### src/rtl/ltc_pkg.sv
// ltc_pkg: shared constants and types for the LTC 2-lane DDR LVDS emulator.
// Imported by the sample interface, the FIFO and the transmitter top.
package ltc_pkg;

  localparam int LTC_LANES = 2;
  localparam int LTC_WORD_W = 16;
  localparam int LTC_SLOTS = 8;
  localparam logic [15:0] LTC_TP_DEFAULT = 16'h3DDA;

  typedef logic [LTC_WORD_W-1:0] ltc_sample_t;
  typedef logic [$clog2(LTC_SLOTS)-1:0] ltc_slot_t;

endpackage

### src/rtl/ltc_lvds_tx_if.sv
// ltc_lvds_tx_if: valid/ready sample stream into the LVDS emulator.
// master drives samples, slave accepts them.
interface ltc_lvds_tx_if;
  import ltc_pkg::*;

  logic        s_valid;
  logic        s_ready;
  ltc_sample_t s_data;

  modport master (
    output s_valid,
    output s_data,
    input  s_ready
  );

  modport slave (
    input  s_valid,
    input  s_data,
    output s_ready
  );

endinterface

### src/rtl/ltc_sample_fifo.sv
// ltc_sample_fifo: small synchronous sample buffer.
// Pushes are refused when full; pops are ignored when empty.
module ltc_sample_fifo
  import ltc_pkg::*;
#(
  parameter int DEPTH = 4
) (
  input  logic        clk,
  input  logic        rst_n,
  input  logic        push_valid,
  input  ltc_sample_t push_data,
  input  logic        pop,
  output ltc_sample_t head,
  output logic        empty,
  output logic        full
);

  localparam int AW = $clog2(DEPTH);

  ltc_sample_t    mem [DEPTH];
  logic [AW-1:0]  wr_q;
  logic [AW-1:0]  rd_q;
  logic [AW:0]    cnt_q;
  logic           do_push;
  logic           do_pop;

  assign empty   = (cnt_q == '0);
  assign full    = (cnt_q == (AW+1)'(DEPTH));
  assign do_push = push_valid & ~full;
  assign do_pop  = pop & ~empty;
  assign head    = mem[rd_q];

  always_ff @(posedge clk or negedge rst_n) begin
    if (!rst_n) begin
      wr_q  <= '0;
      rd_q  <= '0;
      cnt_q <= '0;
    end else begin
      if (do_push) wr_q <= wr_q + 1'b1;
      if (do_pop)  rd_q <= rd_q + 1'b1;
      unique case ({do_push, do_pop})
        2'b10:   cnt_q <= cnt_q + 1'b1;
        2'b01:   cnt_q <= cnt_q - 1'b1;
        default: cnt_q <= cnt_q;
      endcase
    end
  end

  always_ff @(posedge clk) begin
    if (do_push) mem[wr_q] <= push_data;
  end

endmodule

### src/rtl/ltc_lvds_tx.sv
// ltc_lvds_tx: serializes 16-bit samples onto two DDR LVDS lanes
// with FR and DCO, one sys_clk cycle per bit slot.
module ltc_lvds_tx
  import ltc_pkg::*;
#(
  parameter int          FIFO_DEPTH = 4,
  parameter ltc_sample_t TP_DEFAULT = LTC_TP_DEFAULT
) (
  input  logic         sys_clk,
  input  logic         sys_rst_n,
  ltc_lvds_tx_if.slave s,
  input  logic         tp_en,
  input  ltc_sample_t  tp_value,
  output logic         out_a,
  output logic         out_b,
  output logic         fr,
  output logic         dco,
  output logic         frame_start,
  output logic         underflow
);

  ltc_slot_t   slot_q;
  ltc_slot_t   slot_nxt;
  ltc_sample_t sh_q;
  ltc_sample_t last_q;
  ltc_sample_t head;
  ltc_sample_t word;
  logic        run_q;
  logic        empty;
  logic        full;
  logic        load;
  logic        pop;

  ltc_sample_fifo #(
    .DEPTH (FIFO_DEPTH)
  ) u_fifo (
    .clk        (sys_clk),
    .rst_n      (sys_rst_n),
    .push_valid (s.s_valid & s.s_ready),
    .push_data  (s.s_data),
    .pop        (pop),
    .head       (head),
    .empty      (empty),
    .full       (full)
  );

  // run_q keeps s_ready low until the first edge after reset release
  assign s.s_ready = run_q & ~full;
  assign slot_nxt  = slot_q + 1'b1;
  assign load      = &slot_q;
  assign pop       = load & ~tp_en & ~empty;

  always_comb begin
    word = sh_q;
    if (load) begin
      if (tp_en)       word = tp_value;
      else if (!empty) word = head;
      else             word = last_q;
    end
  end

  always_ff @(posedge sys_clk or negedge sys_rst_n) begin
    if (!sys_rst_n) begin
      slot_q      <= '1;
      sh_q        <= TP_DEFAULT;
      last_q      <= '0;
      run_q       <= 1'b0;
      out_a       <= 1'b0;
      out_b       <= 1'b0;
      fr          <= 1'b0;
      dco         <= 1'b0;
      frame_start <= 1'b0;
      underflow   <= 1'b0;
    end else begin
      slot_q      <= slot_nxt;
      run_q       <= 1'b1;
      sh_q        <= word << LTC_LANES;
      out_a       <= word[LTC_WORD_W-1];
      out_b       <= word[LTC_WORD_W-2];
      fr          <= ~slot_nxt[2];
      dco         <= slot_nxt[0];
      frame_start <= (slot_nxt == '0);
      underflow   <= load & ~tp_en & empty;
      if (pop) last_q <= head;
    end
  end

endmodule

### src/flat_wrapper.sv
// flat-port wrapper written by rule: the top's interface ports become plain ports
module ltc_lvds_tx_flat import ltc_pkg::*;
#(
  parameter int          FIFO_DEPTH = 4,
  parameter ltc_sample_t TP_DEFAULT = LTC_TP_DEFAULT
)
  (sys_clk, sys_rst_n, tp_en, tp_value, out_a, out_b, fr, dco, frame_start, underflow, s_s_valid, s_s_data, s_s_ready);
  ltc_lvds_tx_if s_i ();
  input  logic sys_clk;
  input  logic sys_rst_n;
  input  logic tp_en;
  input  ltc_sample_t tp_value;
  output logic out_a;
  output logic out_b;
  output logic fr;
  output logic dco;
  output logic frame_start;
  output logic underflow;
  input wire logic [$bits(s_i.s_valid)-1:0] s_s_valid;
  input wire logic [$bits(s_i.s_data)-1:0] s_s_data;
  output wire logic [$bits(s_i.s_ready)-1:0] s_s_ready;
  assign s_i.s_valid = s_s_valid;
  assign s_i.s_data = s_s_data;
  assign s_s_ready = s_i.s_ready;
  ltc_lvds_tx #(.FIFO_DEPTH(FIFO_DEPTH), .TP_DEFAULT(TP_DEFAULT)) u_core (.sys_clk(sys_clk), .sys_rst_n(sys_rst_n), .s(s_i), .tp_en(tp_en), .tp_value(tp_value), .out_a(out_a), .out_b(out_b), .fr(fr), .dco(dco), .frame_start(frame_start), .underflow(underflow));
endmodule
### config.mk
export PLATFORM = sky130hd
export DESIGN_NAME = ltc_lvds_tx_flat
export DESIGN_NICKNAME = d
export VERILOG_FILES = /design/src/rtl/ltc_pkg.sv /design/src/rtl/ltc_lvds_tx_if.sv /design/src/rtl/ltc_sample_fifo.sv /design/src/rtl/ltc_lvds_tx.sv /design/src/flat_wrapper.sv
export SDC_FILE = /design/constraint.sdc
export NUM_CORES = 1
export LEC_CHECK = 0
export BUFFER_PORTS_ARGS = -buffer_cell sky130_fd_sc_hd__buf_2
export CORE_MARGIN = 2
export CORE_UTILIZATION = 41
export DETAILED_ROUTE_END_ITERATION = 8
export GPL_ROUTABILITY_DRIVEN = 0
export PLACE_DENSITY = 0.71
export SETUP_SLACK_MARGIN = 0.5
export SLEW_MARGIN = 15
export SYNTH_ARGS = -nofsm -noshare
export SYNTH_HDL_FRONTEND = slang
export SYNTH_SLANG_ARGS = --single-unit
### constraint.sdc
create_clock -name sys_clk -period 2.6 [get_ports sys_clk]
set_input_delay 0.13 -clock sys_clk [delete_from_list [all_inputs] [get_ports sys_clk]]
set_output_delay 0.13 -clock sys_clk [all_outputs]
set_load 0.03 [all_outputs]
-- Word level (Yosys, flattened, before mapping)
Memory sizes are Yosys's and may differ from the RTL's.
Cells that the tools add are included.
- register bits: 48
- bits in latches: 0
- memory bits (writable): 64
- bits in read-only memories: 0
- output and inout port bits: 7
- word-level logic and storage cells: 43
- memories: 1
- memory list (name ; words ; bits a word ; rd ports ; clocked after memory_dff ; wr ports ; line ; text):
    u_core.u_fifo.mem ; 4 ; 16 ; 1 ; 0 ; 1 ; ltc_sample_fifo.sv:20 ; ltc_sample_t mem [DEPTH];
- add/subtract/negate cells: 5
- multiply operators: 0
- divide/modulo/power cells: 0
- order comparisons: 0
- equal/unequal tests: 3
- shift operators: 0
- muxes and demuxes: 6
- bitwise logic cells: 11
- reduce and logical (&&, ||, !) cells: 4
- operators by type and width (operator ; number):
    2-to-1 mux 16 bit ; 3
    AND 1 bit ; 7
    adder 3 x 1 -> 3 bit, second input constant ; 2
    logical NOT 3 bit ; 2
    one-hot mux 3 bit (2 select lines) ; 1
    adder 2 x 1 -> 2 bit, second input constant ; 2
    inverter 1 bit ; 4
    == test 3 bit, second input constant ; 1
    AND reduction 3 bit ; 1
    subtractor 3 x 1 -> 3 bit, second input constant ; 1
    == test 2 x 1 -> 1 bit, second input constant ; 1
    == test 2 bit, second input constant ; 1
    2-to-1 mux 1 bit ; 2
    nonzero test 2 bit ; 1

-- Longest topological paths before layout
Gate-level depths: netlist of the first run.
- word-level depth: 7
- gate-level depth with buffers: 12
- depth with buffers taken out: 11

-- Hierarchy
Synthesis of the first run repeated with hierarchy kept, for this count alone.
- cell total of the unflattened synthesis: 249
- area total of the unflattened synthesis: 4674.5 µm²
- by module, submodules not included (module ; instances ; cells an instance ; area each (µm²) ; seq. area each (µm²)):
    ltc_sample_fifo ; 1 ; 121 ; 2775.2 ; 2097.0
    ltc_lvds_tx ; 1 ; 128 ; 1899.3 ; 1042.2

-- Least setup slack after synthesis of the first run
Ideal clock, no wire load.
- path type: register to register
- start point: register u_core.slot_q[0]
- end point: register u_core.u_fifo.cnt_q[2]
- setup time: 0.080 ns
- data arrival time: 2.570 ns
- required time: 2.520 ns
- setup slack: -0.050 ns
- cell stages (with the launch flop): 13
- buffers on the path: 1
- clock period less this slack: 2.650 ns
- path through: dfstp_2 ha_1 ha_1 nor2b_1 nand2_4 inv_4 buf_6 ha_1 inv_1 fa_1 xor2_1 nor2_1 xnor2_1
- cells in the longest elaborated chain, start to end: 6
- elaborated cells between the ends (all ways): 8
- classes of those cells: eq/ne: 2; mux: 1; bitwise: 3; reduce/logical: 2
- RTL lines (element ; line ; text):
    start: declaration ; ltc_lvds_tx.sv:22 ; ltc_slot_t slot_q;
    start signal: assignment ; ltc_lvds_tx.sv:75 ; slot_q <= slot_nxt;
    AND reduction 3 bit (*) ; ltc_lvds_tx.sv:50 ; assign load = &slot_q;
    AND 1 bit (*) (2 in series) ; ltc_lvds_tx.sv:51 ; assign pop = load & ~tp_en & ~empty;
    named net u_core.pop ; ltc_lvds_tx.sv:32 ; logic pop;
    AND 1 bit (*) ; ltc_sample_fifo.sv:30 ; assign do_pop = pop & ~empty;
    == test 2 x 1 -> 1 bit or == test 2 bit (tied branches) ; ltc_sample_fifo.sv:41 ; unique case ({do_push, do_pop})
    one-hot mux 3 bit (2 select lines) or nonzero test 2 bit (tied branches) ; n/a ;
    end signal: assignment ; ltc_sample_fifo.sv:42 ; 2'b10: cnt_q <= cnt_q + 1'b1;
    end signal: assignment ; ltc_sample_fifo.sv:43 ; 2'b01: cnt_q <= cnt_q - 1'b1;
    end signal: assignment ; ltc_sample_fifo.sv:44 ; default: cnt_q <= cnt_q;
    end: declaration ; ltc_sample_fifo.sv:23 ; logic [AW:0] cnt_q;
The timed path passes the listed nets; every way through them passes the cells marked *.
A chain may end at the register's enable or synchronous reset.

-- Worst setup path in the final report of the first run
- start point: register u_core.slot_q[1]
- end point: register u_core.u_fifo.cnt_q[2]
- cells in the longest elaborated chain, start to end: 6
- elaborated cells between the ends (all ways): 8
- classes of those cells: eq/ne: 2; mux: 1; bitwise: 3; reduce/logical: 2
- RTL lines (element ; line):
    AND reduction 3 bit (*) ; ltc_lvds_tx.sv:50
    AND 1 bit (*) (2 in series) ; ltc_lvds_tx.sv:51
    AND 1 bit (*) ; ltc_sample_fifo.sv:30
    == test 2 x 1 -> 1 bit or == test 2 bit (tied branches) ; ltc_sample_fifo.sv:41
    one-hot mux 3 bit (2 select lines) or nonzero test 2 bit (tied branches) ; n/a
Mark *: on every way between the ends. The rest lies on a longest branch, timed or not.

==> flow_summary.json, run 1 <==
{
  "routed_via_density": 5.12,
  "avgSynthCellArea_um2": 16.2,
  "clock_sinks": 112,
  "min_period_over_period_pct": 80.2,
  "worst_pin_slew_ns": 0.602,
  "clock_latency_ns": 0.37,
  "nNetsFinal": 399,
  "setup_tns_ns": 0,
  "syn-instance-count": 282,
  "worstSetupPathType": "reg -> reg",
  "relSlewSlack_pct": 59.9,
  "met2_usage_pct": 24.5,
  "crit_path_frequent_cell": "ha_4",
  "num_antenna_cells": 0,
  "crit_required_ns": 2.90,
  "met1_usage_pct": 21.4,
  "synthFlopType": "edfxtp_1",
  "drc": 0,
  "seq_area_frac_synth_pct": 68.7,
  "ctsHtreeMaxLevel": 3,
  "drt_iter0_markers": 102,
  "p_leak_nw": 2.07,
  "grtUsageMet3_pct": 2.67,
  "dieArea_um2": 12000,
  "ys_async_sr_fraction_pct": 42.9,
  "cp_slowest_cell": "dfstp_2",
  "dieWidth_um": 110,
  "core-area_um2": 10800,
  "grt_overflow": 0,
  "antenna_found_initial": 0,
  "area_growth_pct": 19.0,
  "grt_pass1_wl_um": 13600,
  "groute.usage.overall_pct": 15.4,
  "cts_made_buffers": 9,
  "cp_data_arrival_time_ns": 2.38,
  "busiest_layer": "met2",
  "grt_pass1_vias": 2685,
  "die_h_um": 110,
  "cts_tree": "done",
  "wirelength_um": 8550,
  "r2r_cells": 11,
  "drive_above_1_share_pct": 35.1,
  "path_clk_slew_ns": 0.10,
  "crit_fanout": 2,
  "first_pass_iters": 4,
  "synth_warnings": 0,
  "syn_area_um2": 4570,
  "status": "finished clean",
  "row_count": 38,
  "cp-end-kind": "flop",
  "synth_seq_cells": 112,
  "cap_violations": 0,
  "numPortBuffers": 42,
  "fin_skew_ns": 0.0193,
  "crit_path_max_incr_delay_ns": 0.56,
  "yosysUniqueCellTypes": 37,
  "root_buffer": "clkbuf_8",
  "hold_viol": 0,
  "clockBufferDepth": 2,
  "grt_setup_unrepaired": "yes",
  "grt_max_degree": 49,
  "synth.largest_area_cell": "edfxtp_1",
  "yosysTopAreaCellShare_pct": 42.1,
  "vias": 2555,
  "critical_path.startpoint_type": "flop",
  "synth_area_leaders": "edfxtp_1 42%, dfrtp_1 19%, mux4_2 7.9%, dfstp_2 7.5%, mux2_4 3.0%",
  "hpwl_um": 5490,
  "setup_viol": 0,
  "io_pins": 43,
  "synth-edff-count": 64,
  "peakVddDrop_mv": 0.444,
  "min_delay_path_depth": 3,
  "utilization_pct": 50.2,
  "routedWlPerCell_um": 17.1,
  "syn_nets": 327,
  "slew_violations": 0,
  "pre_cts_ws_ns": 0.435,
  "start_util_pct": 42.2,
  "fin_ws_ns": 0.514,
  "period_needed_ns": 2.09,
  "crit_path_cell_trace": "ha_4 -> ha_4 -> nor2b_4 -> nand2_4 -> inv_4 -> ha_4 -> inv_2 -> fa_2 -> xor2_1 -> nor2_1 -> xnor2_1",
  "hp-class": "in -> reg",
  "p_per_area_nw_per_um2": 890,
  "place_area_um2": 5010,
  "ant_nets": 0,
  "design_area_um2": 5440,
  "fmaxAchievable_ghz": 0.479
}
[state kept, by name, summed over array words and instances (netlist names)]
signal and flops:
u_core.slot_q 3, u_core.out_b 1, u_core.fr 1, u_core.u_fifo.mem 64
u_core.run_q 1, u_core.underflow 1, u_core.last_q 16, u_core.u_fifo.rd_q 2
u_core.frame_start 1, u_core.u_fifo.wr_q 2, u_core.sh_q 15, u_core.u_fifo.cnt_q 3
u_core.out_a 1, u_core.dco 1
[worst max-delay path: cells and delay by family (launching register included)]
family / cells / cell delay (ns)
xor gates and xnor gates: 2 / 0.28
and+or+nand+nor: 3 / 0.35
DFF: 1 / 0.56
buffers and inverters: 2 / 0.10
adders and majority gates: 4 / 0.74
[logic make-up after synthesis]
| kind of cell | after synthesis | synth area share, % |
|---|---|---|
| xor+xnor | 6 | 1.15 |
| buf+inv | 24 | 2.68 |
| simple gates | 77 | 8.43 |
| compound gates | 20 | 3.70 |
| other cells | 2 | 0.164 |
| mux | 32 | 12.5 |
| flops | 112 | 68.7 |
| fa+ha+maj | 9 | 2.63 |
[metrics by stage]
stage / total power (W) / hold WS, ns / std cells
final: 0.00484 / 0.0221 / 499
after global routing: 0.00510 / 0.0343 / 499
after CTS: 0.00489 / 0.0107 / 498
after detailed placement: 0.00382 / 0.350 / 461
after global placement: 0.00376 / 0.343 / 461
after floorplan: 0.00343 / -0.166 / 282
[per-layer routing]
| layer | part of all wire (%) | up-vias |
|---|---|---|
| met5 | 0 | - |
| met4 | 1.0 | 0 |
| met3 | 4.1 | 9 |
| met2 | 49 | 64 |
| met1 | 46 | 1301 |
| li1 | - | 1181 |
[power breakdown]
| group | internal (W) | leakage [nW] | switching [W] | total, W |
|---|---|---|---|---|
| registers | 0.00229 | 1.13 | 0.000231 | 0.00252 |
| logic | 0.000654 | 0.838 | 0.000621 | 0.00128 |
| clock network | 0.000460 | 0.103 | 0.000586 | 0.00105 |
| total | 0.00341 | 2.07 | 0.00144 | 0.00484 |
[layout make-up]
class / instances / area [um^2]
repair buffers: 75 / 518
inverters: 10 / 40.0
clock buffers: 10 / 128
clock inverters: 6 / 72.6
well taps: 140 / 175
multi-input cells: 146 / 1370
flip-flops and latches: 112 / 3140
fillers: 932 / 5400
[path summary, 6_finish.rpt]
check,startpoint,slack [ns],to
setup / recovery,u_core.slot_q[1],0.51,u_core.u_fifo.cnt_q[2]
hold / removal,tp_value[1],0.02,u_core.sh_q[3]
setup reg to reg,u_core.slot_q[1],0.51,u_core.u_fifo.cnt_q[2]
hold reg to reg,u_core.sh_q[8],0.48,u_core.sh_q[10]
max in group asynchronous,sys_rst_n,1.86,u_core.u_fifo.wr_q[0]
min in group asynchronous,sys_rst_n,0.33,u_core.last_q[12]
[cells in the mapped netlist (all sizes together), types with 2 or more instances]
library cell and number:
ha 8, mux2 15, mux4 16, clkbuf 7, nand2 31, conb 2, nand3 5, xnor2 5
dfstp 13, edfxtp 64, inv 10, dfrtp 35, a41oi 14, nand3b 14, nor2 17, and2 4
buf 7
[layout by cell type, fill, tap and decap left out, types with 2 or more instances in the layout]
cell / n
a41oi_1: 14
and2_1: 4
buf_2: 41
buf_4: 15
clkbuf_8: 9
conb_1: 2
dfrtp_1: 35
dfstp_2: 13
dlygate4sd3_1: 18
edfxtp_1: 64
ha_1: 5
ha_4: 3
inv_1: 8
inv_6: 2
mux2_2: 6
mux2_4: 9
mux4_2: 16
nand2_1: 30
nand3_1: 5
nand3b_1: 14
nor2_1: 17
xnor2_1: 5
[repair_timing]
action,4_1_cts,5_1_grt
endpoints found under the setup margin,1,1
endpoints found under the hold margin,100,0
resized for setup,0,1
pin swaps,4,3
hold buffers,18,0
setup buffers,3,1
(Power assumes the default switching activity.)
==> run 2: changes to the inputs <==
clock period = 1.8 ns   (was 2.6 ns; I/O delays follow)
==> run 2 against run 1 <==
- the run now ends with negative setup slack left
- global-route usage grew 3.0 points
- via count is 10% higher
- die area did not move
- final cell count up 9.2%
- core utilization up 8.3 points
- design area up 17%
- routed wire length grew 22%
- worst hold slack about the same
==> flow_summary.json, run 2 (synthesis results as in run 1) <==
{
  "cp_data_arrival_time_ns": 2.37,
  "numPortBuffers": 42,
  "row_count": 38,
  "area_growth_pct": 38.8,
  "num_antenna_cells": 0,
  "status": "complete, but fails checks",
  "drt_iter0_markers": 157,
  "fin_skew_ns": 0.0123,
  "cp-end-kind": "flop",
  "clockBufferDepth": 2,
  "place_area_um2": 5100,
  "antenna_found_initial": 0,
  "grt_pass1_wl_um": 16000,
  "path_clk_slew_ns": 0.11,
  "routedWlPerCell_um": 19.1,
  "final-seq-area_um2": 3140,
  "setup_tns_ns": -0.994,
  "ctsHtreeMaxLevel": 3,
  "dieWidth_um": 110,
  "cap_violations": 0,
  "hold_viol": 0,
  "ant_nets": 0,
  "critical_path.startpoint_type": "flop",
  "start_util_pct": 42.2,
  "drc": 0,
  "wirelength_um": 10400,
  "die_h_um": 110,
  "groute.usage.overall_pct": 18.4,
  "clock_latency_ns": 0.38,
  "min_period_over_period_pct": 115,
  "dpl.cell_count": 469,
  "layout_commonest_cell": "edfxtp_1",
  "grt_max_degree": 33,
  "io_pins": 43,
  "period_needed_ns": 2.07,
  "fin_ws_ns": -0.266,
  "root_buffer": "clkbuf_8",
  "final-instance-count-excl-fill": 545,
  "grt_pass1_vias": 2946,
  "hpwl_um": 5570,
  "design_area_um2": 6340,
  "grt_setup_unrepaired": "yes",
  "vias": 2820,
  "first_pass_iters": 4,
  "core-area_um2": 10800,
  "setup_viol": 17,
  "relSlewSlack_pct": 62.2,
  "drive_above_1_share_pct": 50.6,
  "layout_common_cells": "64 x edfxtp_1, 41 x buf_2, 33 x dfrtp_1",
  "largest_reg_flops": 64,
  "hp-class": "in -> reg",
  "largest-register": "u_core.u_fifo.mem",
  "dieArea_um2": 12000,
  "crit_required_ns": 2.11,
  "peakVddDrop_mv": 0.517,
  "violations": "negative setup slack",
  "slew_violations": 0,
  "p_leak_nw": 2.43,
  "cts_made_buffers": 9,
  "worst_pin_slew_ns": 0.562,
  "p_per_area_nw_per_um2": 1260,
  "multiInputGateArea_um2": 1660,
  "crit_fanout": 2,
  "reg_top3": "u_core.u_fifo.mem (64), u_core.last_q (16), u_core.sh_q (15)",
  "cts_tree": "done",
  "fmaxAchievable_ghz": 0.484,
  "worstSetupPathType": "reg -> reg",
  "routed_via_density": 5.17,
  "clock_sinks": 112,
  "grt_overflow": 0,
  "nNetsFinal": 445,
  "fillCellCount": 819
}
[run 2: cell count changes in the layout (fill, tap and decap cells not counted), sizes merged]
cell / delta
and2: +4
buf: +30
dlygate4sd3: +11
inv: +1
[run 2: area by class of cell]
cell class	count	area share, %
flip-flops and latches	112	49.5
repair buffers	117	17.2
multi-input cells	150	26.2
clock inverters	7	1.66
clock buffers	9	1.95
well taps	140	2.76
inverters	10	0.631
[run 2: metal layers]
layer / track usage, % / share of wire (%) / up-vias
li1: - / - / 1280
met1: 24.0 / 42 / 1439
met2: 30.9 / 52 / 80
met3: 2.61 / 4.0 / 21
met4: 7.50 / 2.4 / 0
met5: 0 / 0 / -
[run 2: power breakdown]
part | total, W | switching, W | internal (W)
sequential | 0.00366 | 0.000336 | 0.00332
clock | 0.00166 | 0.000954 | 0.000702
combinational | 0.00268 | 0.00120 | 0.00148
total | 0.00799 | 0.00250 | 0.00550
[run 2: metrics by stage]
stage	util [%]	setup WS (ns)	power (W)	hold slack, ns
2_1_floorplan	-	-0.470	0.00501	-0.206
3_3_place_gp	47.0	-0.219	0.00554	0.0420
3_5_place_dp	47.0	-0.262	0.00563	0.0347
4_1_cts	56.0	-0.250	0.00779	0.00431
5_1_grt	58.5	-0.353	0.00838	0.0161
6_report	58.5	-0.266	0.00799	0.0216
[run 2: timing repair]
action	in CTS	in global routing
pin swaps	29	18
gates cloned	7	1
hold endpoints to repair	93	0
gates resized for setup	44	43
setup buffers	16	7
setup endpoints to repair	104	105
hold buffers	29	0
[run 2: final timing paths]
path	slack, ns	startpoint	cells after the start	endpoint
worst max-delay path	-0.27	u_core.slot_q[1]	11	u_core.u_fifo.cnt_q[2]
max in group asynchronous	1.01	sys_rst_n	3	u_core.sh_q[4]
worst max register to register	-0.27	u_core.slot_q[1]	11	u_core.u_fifo.cnt_q[2]
worst min-delay path	0.02	tp_value[3]	3	u_core.sh_q[5]
min in group asynchronous	0.14	sys_rst_n	2	u_core.last_q[13]
worst min register to register	0.50	u_core.sh_q[6]	2	u_core.sh_q[8]
[run 2: critical path, stage by stage, from the launching register on]
cell	delay (ns)
dfstp_2	0.57
ha_4	0.15
ha_4	0.13
nor2b_4	0.17
nand2_4	0.07
inv_4	0.06
ha_4	0.12
inv_2	0.03
fa_2	0.32
xor2_1	0.15
nor2_1	0.11
xnor2_1	0.13
